===== config.mk =====
export PLATFORM = sky130hd
export DESIGN_NAME = axis_checker_lane
export DESIGN_NICKNAME = d
export VERILOG_FILES = /design/src/rtl/axis_checker_pkg.sv /design/src/rtl/axis_checker_lane.sv
export SDC_FILE = /design/constraint.sdc
export NUM_CORES = 1
export LEC_CHECK = 0
export ABC_AREA = 1
export BUFFER_PORTS_ARGS = -buffer_cell sky130_fd_sc_hd__buf_2
export CORE_MARGIN = 4
export CORE_UTILIZATION = 59
export CTS_BUF_LIST = sky130_fd_sc_hd__clkbuf_2 sky130_fd_sc_hd__clkbuf_4 sky130_fd_sc_hd__clkbuf_8
export DETAILED_ROUTE_END_ITERATION = 7
export HOLD_SLACK_MARGIN = 0.03
export PLACE_DENSITY = 0.93
export SETUP_SLACK_MARGIN = 0.4
export SLEW_MARGIN = 5
export SYNTH_ARGS = -nofsm -noshare
export SYNTH_HDL_FRONTEND = slang
export SYNTH_SLANG_ARGS = --single-unit

===== constraint.sdc =====
create_clock -name clk -period 5.7 [get_ports clk]
set_input_delay 0.57 -clock clk [delete_from_list [all_inputs] [get_ports clk]]
set_output_delay 0.57 -clock clk [all_outputs]
set_load 0.1 [all_outputs]

===== src/rtl/axis_checker_pkg.sv =====
// Shared constants and types for the multi-channel AXI4-Stream checker.
// Error codes are bit indices within each channel's 5-bit error group.
package axis_checker_pkg;

    localparam int ERR_VALID_DROP   = 0;
    localparam int ERR_PAYLOAD_CHG  = 1;
    localparam int ERR_STRB_NO_KEEP = 2;
    localparam int ERR_RESET_EXIT   = 3;
    localparam int ERR_STALL        = 4;
    localparam int N_ERR            = 5;

    typedef logic [N_ERR-1:0] err_vec_t;

endpackage


===== src/rtl/axis_checker_lane.sv =====
// One monitored AXI4-Stream channel: checks, sticky flags, statistics.
// AXIS_CHECKER_FORMAL_EN adds immediate asserts on every per-cycle check.
module axis_checker_lane
    import axis_checker_pkg::*;
#(
    parameter int BYTE_WIDTH = 4,
    parameter int ID_WIDTH   = 1,
    parameter int DEST_WIDTH = 1,
    parameter int USER_WIDTH = 1,
    parameter int MAX_STALL  = 16,
    parameter int CNT_WIDTH  = 32
) (
    input  logic                    clk,
    input  logic                    reset,
    input  logic                    clear,
    input  logic                    tvalid,
    input  logic                    tready,
    input  logic [8*BYTE_WIDTH-1:0] tdata,
    input  logic [BYTE_WIDTH-1:0]   tstrb,
    input  logic [BYTE_WIDTH-1:0]   tkeep,
    input  logic                    tlast,
    input  logic [ID_WIDTH-1:0]     tid,
    input  logic [DEST_WIDTH-1:0]   tdest,
    input  logic [USER_WIDTH-1:0]   tuser,
    output err_vec_t                err_now,
    output err_vec_t                err_flags,
    output logic [CNT_WIDTH-1:0]    beat_cnt,
    output logic [CNT_WIDTH-1:0]    pkt_cnt,
    output logic [CNT_WIDTH-1:0]    byte_cnt
);

    localparam int PW  = 10*BYTE_WIDTH + 1 + ID_WIDTH + DEST_WIDTH + USER_WIDTH;
    localparam int KW  = $clog2(BYTE_WIDTH + 1);
    localparam int SUW = ((CNT_WIDTH > KW) ? CNT_WIDTH : KW) + 1;
    localparam logic [SUW-1:0] CMAX = SUW'({CNT_WIDTH{1'b1}});

    logic [PW-1:0]  pay;
    logic [PW-1:0]  prev_pay;
    logic           prev_valid;
    logic           prev_ready;
    logic           first_cyc;
    logic           stalled;
    logic           beat;
    logic           stall_hit;
    logic [KW-1:0]  keep_bytes;
    logic [SUW-1:0] byte_sum;

    assign pay     = {tdata, tstrb, tkeep, tlast, tid, tdest, tuser};
    assign stalled = tvalid && !tready;
    assign beat    = tvalid && tready;

    // Previous-cycle samples; first_cyc marks the cycle right after reset.
    always_ff @(posedge clk or posedge reset) begin
        if (reset) begin
            first_cyc  <= 1'b1;
            prev_valid <= 1'b0;
            prev_ready <= 1'b0;
            prev_pay   <= '0;
        end else begin
            first_cyc  <= 1'b0;
            prev_valid <= tvalid;
            prev_ready <= tready;
            prev_pay   <= pay;
        end
    end

    generate
        if (MAX_STALL > 0) begin : g_stall
            localparam int SW = $clog2(MAX_STALL + 1);
            localparam logic [SW-1:0] SMAX = SW'(MAX_STALL);
            logic [SW-1:0] stall_cnt;

            // Saturating stall length; restarts on any non-stall cycle.
            always_ff @(posedge clk or posedge reset) begin
                if (reset) begin
                    stall_cnt <= '0;
                end else if (!stalled) begin
                    stall_cnt <= '0;
                end else if (stall_cnt != SMAX) begin
                    stall_cnt <= stall_cnt + SW'(1);
                end
            end

            // Fires only on the cycle the count reaches the limit.
            assign stall_hit = stalled && (stall_cnt == SMAX - SW'(1));
        end else begin : g_no_stall
            assign stall_hit = 1'b0;
        end
    endgenerate

    // Per-cycle violation detection.
    always_comb begin
        err_now = '0;
        err_now[ERR_VALID_DROP] = !first_cyc && prev_valid &&
                                  !prev_ready && !tvalid;
        err_now[ERR_PAYLOAD_CHG] = !first_cyc && prev_valid &&
                                   !prev_ready && (pay != prev_pay);
        err_now[ERR_STRB_NO_KEEP] = tvalid && |(tstrb & ~tkeep);
        err_now[ERR_RESET_EXIT] = first_cyc && tvalid;
        err_now[ERR_STALL] = stall_hit;
    end

    // Sticky flags; a same-cycle error survives clear.
    always_ff @(posedge clk or posedge reset) begin
        if (reset) begin
            err_flags <= '0;
        end else if (clear) begin
            err_flags <= err_now;
        end else begin
            err_flags <= err_flags | err_now;
        end
    end

    // Number of kept bytes in the current beat.
    always_comb begin
        keep_bytes = '0;
        for (int b = 0; b < BYTE_WIDTH; b++) begin
            keep_bytes = keep_bytes + KW'(tkeep[b]);
        end
    end

    assign byte_sum = SUW'(byte_cnt) + SUW'(keep_bytes);

    // Saturating statistics, advanced on handshakes only.
    always_ff @(posedge clk or posedge reset) begin
        if (reset) begin
            beat_cnt <= '0;
            pkt_cnt  <= '0;
            byte_cnt <= '0;
        end else if (clear) begin
            beat_cnt <= '0;
            pkt_cnt  <= '0;
            byte_cnt <= '0;
        end else if (beat) begin
            if (beat_cnt != '1) begin
                beat_cnt <= beat_cnt + CNT_WIDTH'(1);
            end
            if (tlast && (pkt_cnt != '1)) begin
                pkt_cnt <= pkt_cnt + CNT_WIDTH'(1);
            end
            if (byte_sum > CMAX) begin
                byte_cnt <= '1;
            end else begin
                byte_cnt <= byte_sum[CNT_WIDTH-1:0];
            end
        end
    end

`ifdef AXIS_CHECKER_FORMAL_EN
    // Each check as an immediate assertion outside reset.
    always @(posedge clk) begin
        if (!reset) begin
            a_valid_drop: assert (!err_now[ERR_VALID_DROP]);
            a_payload:    assert (!err_now[ERR_PAYLOAD_CHG]);
            a_strb_keep:  assert (!err_now[ERR_STRB_NO_KEEP]);
            a_reset_exit: assert (!err_now[ERR_RESET_EXIT]);
            a_stall:      assert (!err_now[ERR_STALL]);
        end
    end
`endif

endmodule


==> Implementation_results.wiki, run 1 <==
{| class="wikitable"
! Metric !! Value
|-
| Status || completed
|-
| CTS clock-pin slew for the worst setup and hold paths || 0.10 ns
|-
| Hold-fix buffers at CTS || 0
|-
| Post-route design area || 0.0105 mm^2
|-
| H-tree depth || 4
|-
| Power Dens Cells || 210 mW/mm^2
|-
| WS Path Type || input pin to flip-flop
|-
| Depth of the most critical reg-to-reg path || 12
|-
| Most common cell after layout, fill and taps aside || nand2_1
|-
| Part of the power in combinational logic || 0.107
|-
| Global-route wire length before repair || 40,400 um
|-
| Clock root buffer || clkbuf_8
|-
| Total global-route track usage || 0.275
|-
| Total vias in the final route || 9,111
|-
| Placed wire-length estimate after detailed placement || 17,400 um
|-
| Worst relative slew slack || 0.170
|-
| Count of TritonRoute iterations in the first routing pass || 7
|-
| Mean cell area of the mapped netlist || 6.76 um^2
|-
| Number of nets in the finished design || 1,567
|-
| Switch share || 0.304
|-
| Register share of total power || 0.511
|-
| Final Max Slew Viols || 0
|-
| Number of hold-slack violations in the final timing report || 0
|-
| Setup Total Neg Slack || 0 ns
|-
| TritonCTS Sinks || 153
|-
| Number of port buffers || 154
|-
| Maximum number of pins on one net before global-route repair || 97
|-
| R2R Setup Slk || 2.79 ns
|-
| R2R Path End || byte_cnt[0]$_DFFE_PP0P_
|-
| Register bit count reported by yosys || 153
|-
| Utilization after layout || 0.688
|-
| Largest voltage drop on the vdd net || 0.143 mV
|-
| Overall overflow remaining after global route || 0
|-
| Final antenna diode count || 0
|-
| Clock tree from TritonCTS || yes
|-
| Skew-Pair Late Insertion Delay || 0.46 ns
|-
| Register area share after synthesis || 0.415
|-
| Number of non-filler instances in the completed layout || 1,733
|-
| Area after detailed placement || 0.0101 mm^2
|-
| Clock network fraction of total power || 0.382
|-
| Commonest cells after routing, fill and taps aside || 564 x nand2_1, 196 x nor2_1, 154 x buf_2
|-
| Cell area after synthesis || 0.00923 mm^2
|-
| Top-level I/O count || 155
|-
| Minimum setup slack in the final design || 2.41 ns
|-
| Endpoint type of the worst setup path || flip-flop
|-
| Number of global-route vias before repair || 8,710
|-
| Endpoint required time on the critical path || 6.07 ns
|-
| Mean routed wirelength per cell || 13.8 um
|-
| Initial core utilization || 0.605
|-
| Initial antenna violation count || 0
|-
| Setup violation total in the final timing report || 0
|-
| Synth unique cells || 33
|-
| Crit path DAT || 3.66 ns
|-
| Area growth syn-to-layout || 13.8%
|-
| Vertical die dimension || 133 um
|-
| Via-per-instance ratio || 5.26
|-
| Max Buffers Root-to-Sink || 2
|-
| Setup repair after global routing missed its margin || false
|-
| Final wirelength || 24,000 um
|-
| Overall die area || 0.0177 mm^2
|-
| Max Clock Freq || 304 MHz
|-
| Horizontal die dimension || 133 um
|-
| Tightest Hold Check Type || input pin to flip-flop
|-
| Area of the core || 0.0153 mm^2
|-
| Post-route fraction of the period consumed by the critical path || 0.577
|-
| Cell count after synthesis || 1,365
|-
| Row count || 45
|-
| Internal power || 1.54 mW
|-
| Ys Warns || 0
|-
| Beginning of the worst register-to-register path || byte_cnt[0]$_DFFE_PP0P_
|-
| Number of buffers inserted by post-CTS setup repair || 0
|-
| Post-CTS resize count || 0
|-
| Post-placement setup slack || 1.96 ns
|-
| Worst Max-Slew Pin Slew || 1.24 ns
|-
| Cells after DPL || 1,701
|-
| Drt drc || 0
|-
| Crit path time final || 3.29 ns
|-
| Crit-path max FO || 22
|-
| Critical path launch point type || input pin
|-
| DR iter-0 viols || 669
|-
| TritonCTS buffer count || 17
|-
| Final estimated routing congestion in global placement || 0.953
|-
| Sw Pwr || 0.670 mW
|-
| Share of layout cells above drive strength 1 || 0.141
|-
| Hold wc startpoint || tdata[3]
|-
| Synthesized Nets || 1,423
|-
| ANT nets after route || 0
|-
| Static power due to leakage || 5.35 nW
|-
| Endpoint, Worst Hold || prev_pay[15]$_DFF_PP0_
|-
| MaxCap Viol Count || 0
|-
| Post-Route Skew || 0.0169 ns
|-
| Worst hold path cell count || 1
|}
[per-layer routing]
layer	part of all wire	global-route usage
met2	0.48	0.456
met5	0	0
met3	0.070	0.0513
met4	0.028	0.104
met1	0.42	0.360
[flip-flops by register name, summed over array words and instances (netlist names)]
| signal | count |
|---|---|
| prev_pay | 44 |
| beat_cnt | 32 |
| byte_cnt | 32 |
| pkt_cnt | 32 |
| err_flags | 5 |
| g_stall.stall_cnt | 5 |
| first_cyc | 1 |
| prev_ready | 1 |
| prev_valid | 1 |
[critical path, cell delays in order]
cell and delay, ns:
buf_2 0.13, fa_1 0.54, inv_1 0.05, fa_1 0.40, inv_1 0.09, fa_1 0.18
nand2_1 0.09, nor2_2 0.21, nand2_1 0.10, nor2_2 0.19, nand3b_1 0.63, nand2_1 0.26
nand2_1 0.09, o21ai_0 0.14
[synthesized netlist by cell type, drive strengths merged]
master | number | area, um^2
a21oi | 3 | 15.0
and2 | 1 | 6.26
buf | 18 | 131
clkbuf | 14 | 53.8
conb | 1 | 3.75
dfrtp | 152 | 3800
dfstp | 1 | 26.3
fa | 3 | 60.1
ha | 6 | 75.1
inv | 139 | 522
nand2 | 569 | 2150
nand3 | 104 | 546
nand3b | 5 | 37.5
nand4 | 10 | 62.6
nor2 | 206 | 816
nor3 | 4 | 20.0
nor3b | 3 | 22.5
o21a | 1 | 7.51
o21ai | 57 | 285
o22ai | 1 | 6.26
or2 | 4 | 25.0
xnor2 | 42 | 368
xor2 | 21 | 184
[stage by stage]
stage,hold WS (ns),power (mW)
floorplan,0.496,1.32
global placement,0.453,1.38
detailed placement,0.463,1.39
CTS,0.207,2.22
global route,0.202,2.29
finish,0.228,2.21
[power groups by stage]
stage	clock network, mW	logic [mW]	registers [mW]
after floorplan	0	0.121	1.20
after global placement	0	0.231	1.15
after detailed placement	0	0.238	1.15
after CTS	0.855	0.239	1.13
after global routing	0.900	0.259	1.13
final	0.843	0.236	1.13
[worst max path at each step]
stage	to	cells past startpoint	slack, ns	startpoint
after global placement	byte_cnt[17]$_DFFE_PP0P_	14	2.11	tkeep[0]
final	byte_cnt[0]$_DFFE_PP0P_	14	2.41	tkeep[0]
after global routing	byte_cnt[30]$_DFFE_PP0P_	14	2.24	tkeep[0]
after detailed placement	byte_cnt[0]$_DFFE_PP0P_	14	1.96	tkeep[0]
after CTS	byte_cnt[0]$_DFFE_PP0P_	14	2.44	tkeep[0]
after floorplan	beat_cnt[0]$_DFFE_PP0P_	1	1.01	reset
[layout make-up]
cell class / count / area [um^2]
fill: 1326 / 4760
multi-input combinational: 1041 / 4690
sequential: 153 / 3830
timing repair buffer: 157 / 793
inverter: 139 / 527
tap: 211 / 264
clock buffer: 18 / 241
clock inverter: 14 / 153
[kinds of logic (layout without fill, tap and decap cells)]
family,after synthesis,count (layout),share of synthesized area
AND/OR/NAND/NOR,906,906,0.399
buffers and inverters,171,328,0.0766
flip-flops,153,153,0.415
XOR/XNOR,63,63,0.0598
AO/OA/AOI/OAI,62,62,0.0340
adder cells (fa/ha/maj),9,9,0.0146
other,1,1,0.000406
No activity file was read; power rests on OpenSTA's default activity.
==> run 2, diff against run 1 <==
- clock period: 5.7 -> 3.3 ns (I/O delays scaled with it)
==> run 2 against run 1 <==
  * Sequential power rose by 73%
  * First-iteration DRC count is 10% higher
  * Sequential cell count stayed put
  * Clock skew increased by 0.0014 ns
  * Clock power rose by 74%
  * Register-to-register slack got worse by 2.0 ns
  * Worst setup slack got worse by 1.8 ns
  * Via count is 5.0% higher
  * Critical path type unchanged
  * Largest power group unchanged
==> Implementation_results.wiki, run 2 (synthesis gave the netlist of run 1 again) <==
{| class="wikitable"
! Metric !! Value
|-
| Status || completed
|-
| Power Dens Cells || 352 mW/mm^2 (+68%)
|-
| Crit path time final || 2.72 ns
|-
| Beginning of the worst register-to-register path || byte_cnt[0]$_DFFE_PP0P_
|-
| Post-route fraction of the period consumed by the critical path || 0.823
|-
| Setup violation total in the final timing report || 0 (unchanged)
|-
| Max Buffers Root-to-Sink || 2 (unchanged)
|-
| Endpoint required time on the critical path || 3.69 ns (-2.38 ns)
|-
| Number of nets in the finished design || 1,621 (+3.4%)
|-
| Total global-route track usage || 0.300 (+0.0251)
|-
| MaxCap Viol Count || 0 (unchanged)
|-
| Post-Route Skew || 0.0183 ns (+0.00136 ns)
|-
| Initial antenna violation count || 1 (+1)
|-
| Kind of cell adding the most delay to the critical path || simple AND/OR/NAND/NOR gates
|-
| Area taken by multi-input logic gates || 0.00470 mm^2 (+0.11%)
|-
| TritonCTS buffer count || 17 (unchanged)
|-
| Global-route wire length before repair || 43,400 um (+7.4%)
|-
| ANT nets after route || 0 (unchanged)
|-
| Critical path launch point type || input pin
|-
| Utilization after layout || 0.725 (+0.0370)
|-
| Crit-path max FO || 5 (-77%)
|-
| Overall overflow remaining after global route || 0 (unchanged)
|-
| Row count || 45 (unchanged)
|-
| Max reg flops || 44 (unchanged)
|-
| Total vias in the final route || 9,566 (+5.0%)
|-
| R2R Path End || byte_cnt[30]$_DFFE_PP0P_
|-
| Final Max Slew Viols || 0 (unchanged)
|-
| Overall die area || 0.0177 mm^2 (unchanged)
|-
| Number of port buffers || 154 (unchanged)
|-
| WS Path Type || input pin to flip-flop
|-
| Tightest Hold Check Type || input pin to flip-flop
|-
| Placed wire-length estimate after detailed placement || 17,800 um (+2.2%)
|-
| Number of global-route vias before repair || 9,125 (+4.8%)
|-
| Worst path max stage delay || 0.52 ns (-0.11 ns)
|-
| Number of hold-slack violations in the final timing report || 0 (unchanged)
|-
| Commonest cells after routing, fill and taps aside || 564 x nand2_1, 196 x nor2_1, 154 x buf_2
|-
| Worst relative slew slack || 0.397 (+0.227)
|-
| Area of the core || 0.0153 mm^2 (unchanged)
|-
| Sequential cell area || 0.00383 mm^2 (unchanged)
|-
| Top-level I/O count || 155 (unchanged)
|-
| Initial core utilization || 0.605 (unchanged)
|-
| Skew-Pair Late Insertion Delay || 0.47 ns (about the same)
|-
| Clock tree from TritonCTS || yes
|-
| R2R Setup Slk || 0.82 ns (-1.97 ns)
|-
| Filler instances || 1,180 (-11%)
|-
| CTS clock-pin slew for the worst setup and hold paths || 0.10 ns (about the same)
|-
| Endpoint type of the worst setup path || flip-flop
|-
| Largest voltage drop on the vdd net || 0.263 mV (+84%)
|-
| Setup Total Neg Slack || 0 ns (unchanged)
|-
| TritonCTS Sinks || 153 (unchanged)
|-
| Drt drc || 0 (unchanged)
|-
| Most common cell after layout, fill and taps aside || nand2_1
|-
| Reg with most FFs || prev_pay
|-
| Final wirelength || 26,200 um (+9.1%)
|-
| Slowest cell on the critical path || dlygate4sd3_1
|-
| H-tree depth || 4 (unchanged)
|-
| Depth of the most critical reg-to-reg path || 14 (+2)
|-
| Horizontal die dimension || 133 um (unchanged)
|-
| Endpoint, Worst Hold || err_flags[2]$_DFF_PP0_
|-
| Area growth syn-to-layout || 19.9%
|-
| Crit path DAT || 3.11 ns (-0.55 ns)
|-
| Static power due to leakage || 5.59 nW (+4.5%)
|-
| DR iter-0 viols || 738 (+10%)
|-
| Max Clock Freq || 368 MHz
|-
| Clock root buffer || clkbuf_8
|-
| Maximum number of pins on one net before global-route repair || 139 (+43%)
|-
| Worst Max-Slew Pin Slew || 0.904 ns (-0.340 ns)
|-
| Via-per-instance ratio || 5.35 (+1.7%)
|-
| Final estimated routing congestion in global placement || 0.975 (+2.3%)
|-
| Mean routed wirelength per cell || 14.6 um (+5.7%)
|-
| Worst hold path cell count || 4 (+3)
|-
| Critical-path cell list || dlygate4sd3_1 -> buf_2 -> inv_1 -> fa_1 -> inv_1 -> fa_1 -> nand2_1 -> nor2_2 -> nand2_1 -> nor2_1 -> nand2_1 -> nand2_1 -> nand2_1 -> nand2_1 -> nand2_1 -> o21ai_0
|-
| Hold wc startpoint || tkeep[1]
|-
| Number of buffers inserted by post-CTS setup repair || 0 (unchanged)
|-
| Critical path buffers and inverters || 4 (+1)
|-
| Count of TritonRoute iterations in the first routing pass || 6 (-1)
|-
| Most frequent cell on the critical path || nand2_1
|-
| Vertical die dimension || 133 um (unchanged)
|-
| Setup repair after global routing missed its margin || false
|-
| Share of layout cells above drive strength 1 || 0.140 (-0.000376)
|}
[run 2: cell types whose count changed in the layout (fill, tap and decap cells not counted), sizes merged, moves of 2 or more]
cell         before  now
inv             148  145
dlygate4sd3       0   47
diode             0    2
clkinv            1    6
buf             157  164
[run 2: final cells by class]
type,instances,share of cell area
Sequential cell,153,0.346
Timing Repair Buffer,211,0.120
Antenna cell,2,0.000452
Clock buffer,17,0.0211
Tap cell,211,0.0239
Clock inverter,15,0.0163
Inverter,139,0.0475
Multi-Input combinational cell,1041,0.424
[run 2: worst max-delay path by stage]
stage | from | endpoint | slack (ns) | cells after the start
2_1_floorplan | byte_cnt[0]$_DFFE_PP0P_ | byte_cnt[28]$_DFFE_PP0P_ | 0.43 | 13
6_report | tkeep[2] | byte_cnt[30]$_DFFE_PP0P_ | 0.58 | 16
5_1_grt | tkeep[2] | byte_cnt[20]$_DFFE_PP0P_ | 0.42 | 15
4_1_cts | tkeep[2] | byte_cnt[6]$_DFFE_PP0P_ | 0.66 | 14
3_3_place_gp | tkeep[0] | byte_cnt[11]$_DFFE_PP0P_ | 0.34 | 14
3_5_place_dp | tkeep[0] | byte_cnt[6]$_DFFE_PP0P_ | 0.25 | 14
[run 2: layer usage]
metal  GRT usage  part of all wire  vias up
met5           0                 0        -
met4       0.135             0.037        0
met1       0.375              0.40     4454
met2       0.513              0.50      445
met3      0.0483             0.067       92
li1            -                 -     4575
[run 2: power breakdown]
| group | switching [mW] | leakage (nW) | internal, mW |
|---|---|---|---|
| sequential | 0.0332 | 2.02 | 1.92 |
| combinational | 0.333 | 3.37 | 0.140 |
| clock | 0.833 | 0.207 | 0.641 |
[run 2: what timing repair did]
item	in CTS	in global routing
setup endpoints to repair	0	2
endpoints found under the hold margin	60	1
hold buffers	46	1
resized for setup	0	1
[run 2: worst min-delay path, cell delays in order]
cell     delay, ns
buf_2         0.14
o22ai_1       0.13
o21ai_0       0.14
nand2_1       0.07
[run 2: metrics by stage]
stage                     hold WS [ns]  setup slack (ns)  instances  instance area, um^2  power (mW)
after floorplan                  0.361             0.432       1365                 9230        2.28
after global placement           0.343             0.339       1708                10200        2.38
after detailed placement         0.348             0.249       1708                10200        2.40
after CTS                       0.0357             0.657       1786                11000        3.90
after global routing             0.383             0.420       1788                11100        4.05
final                            0.376             0.583       1789                11100        3.90
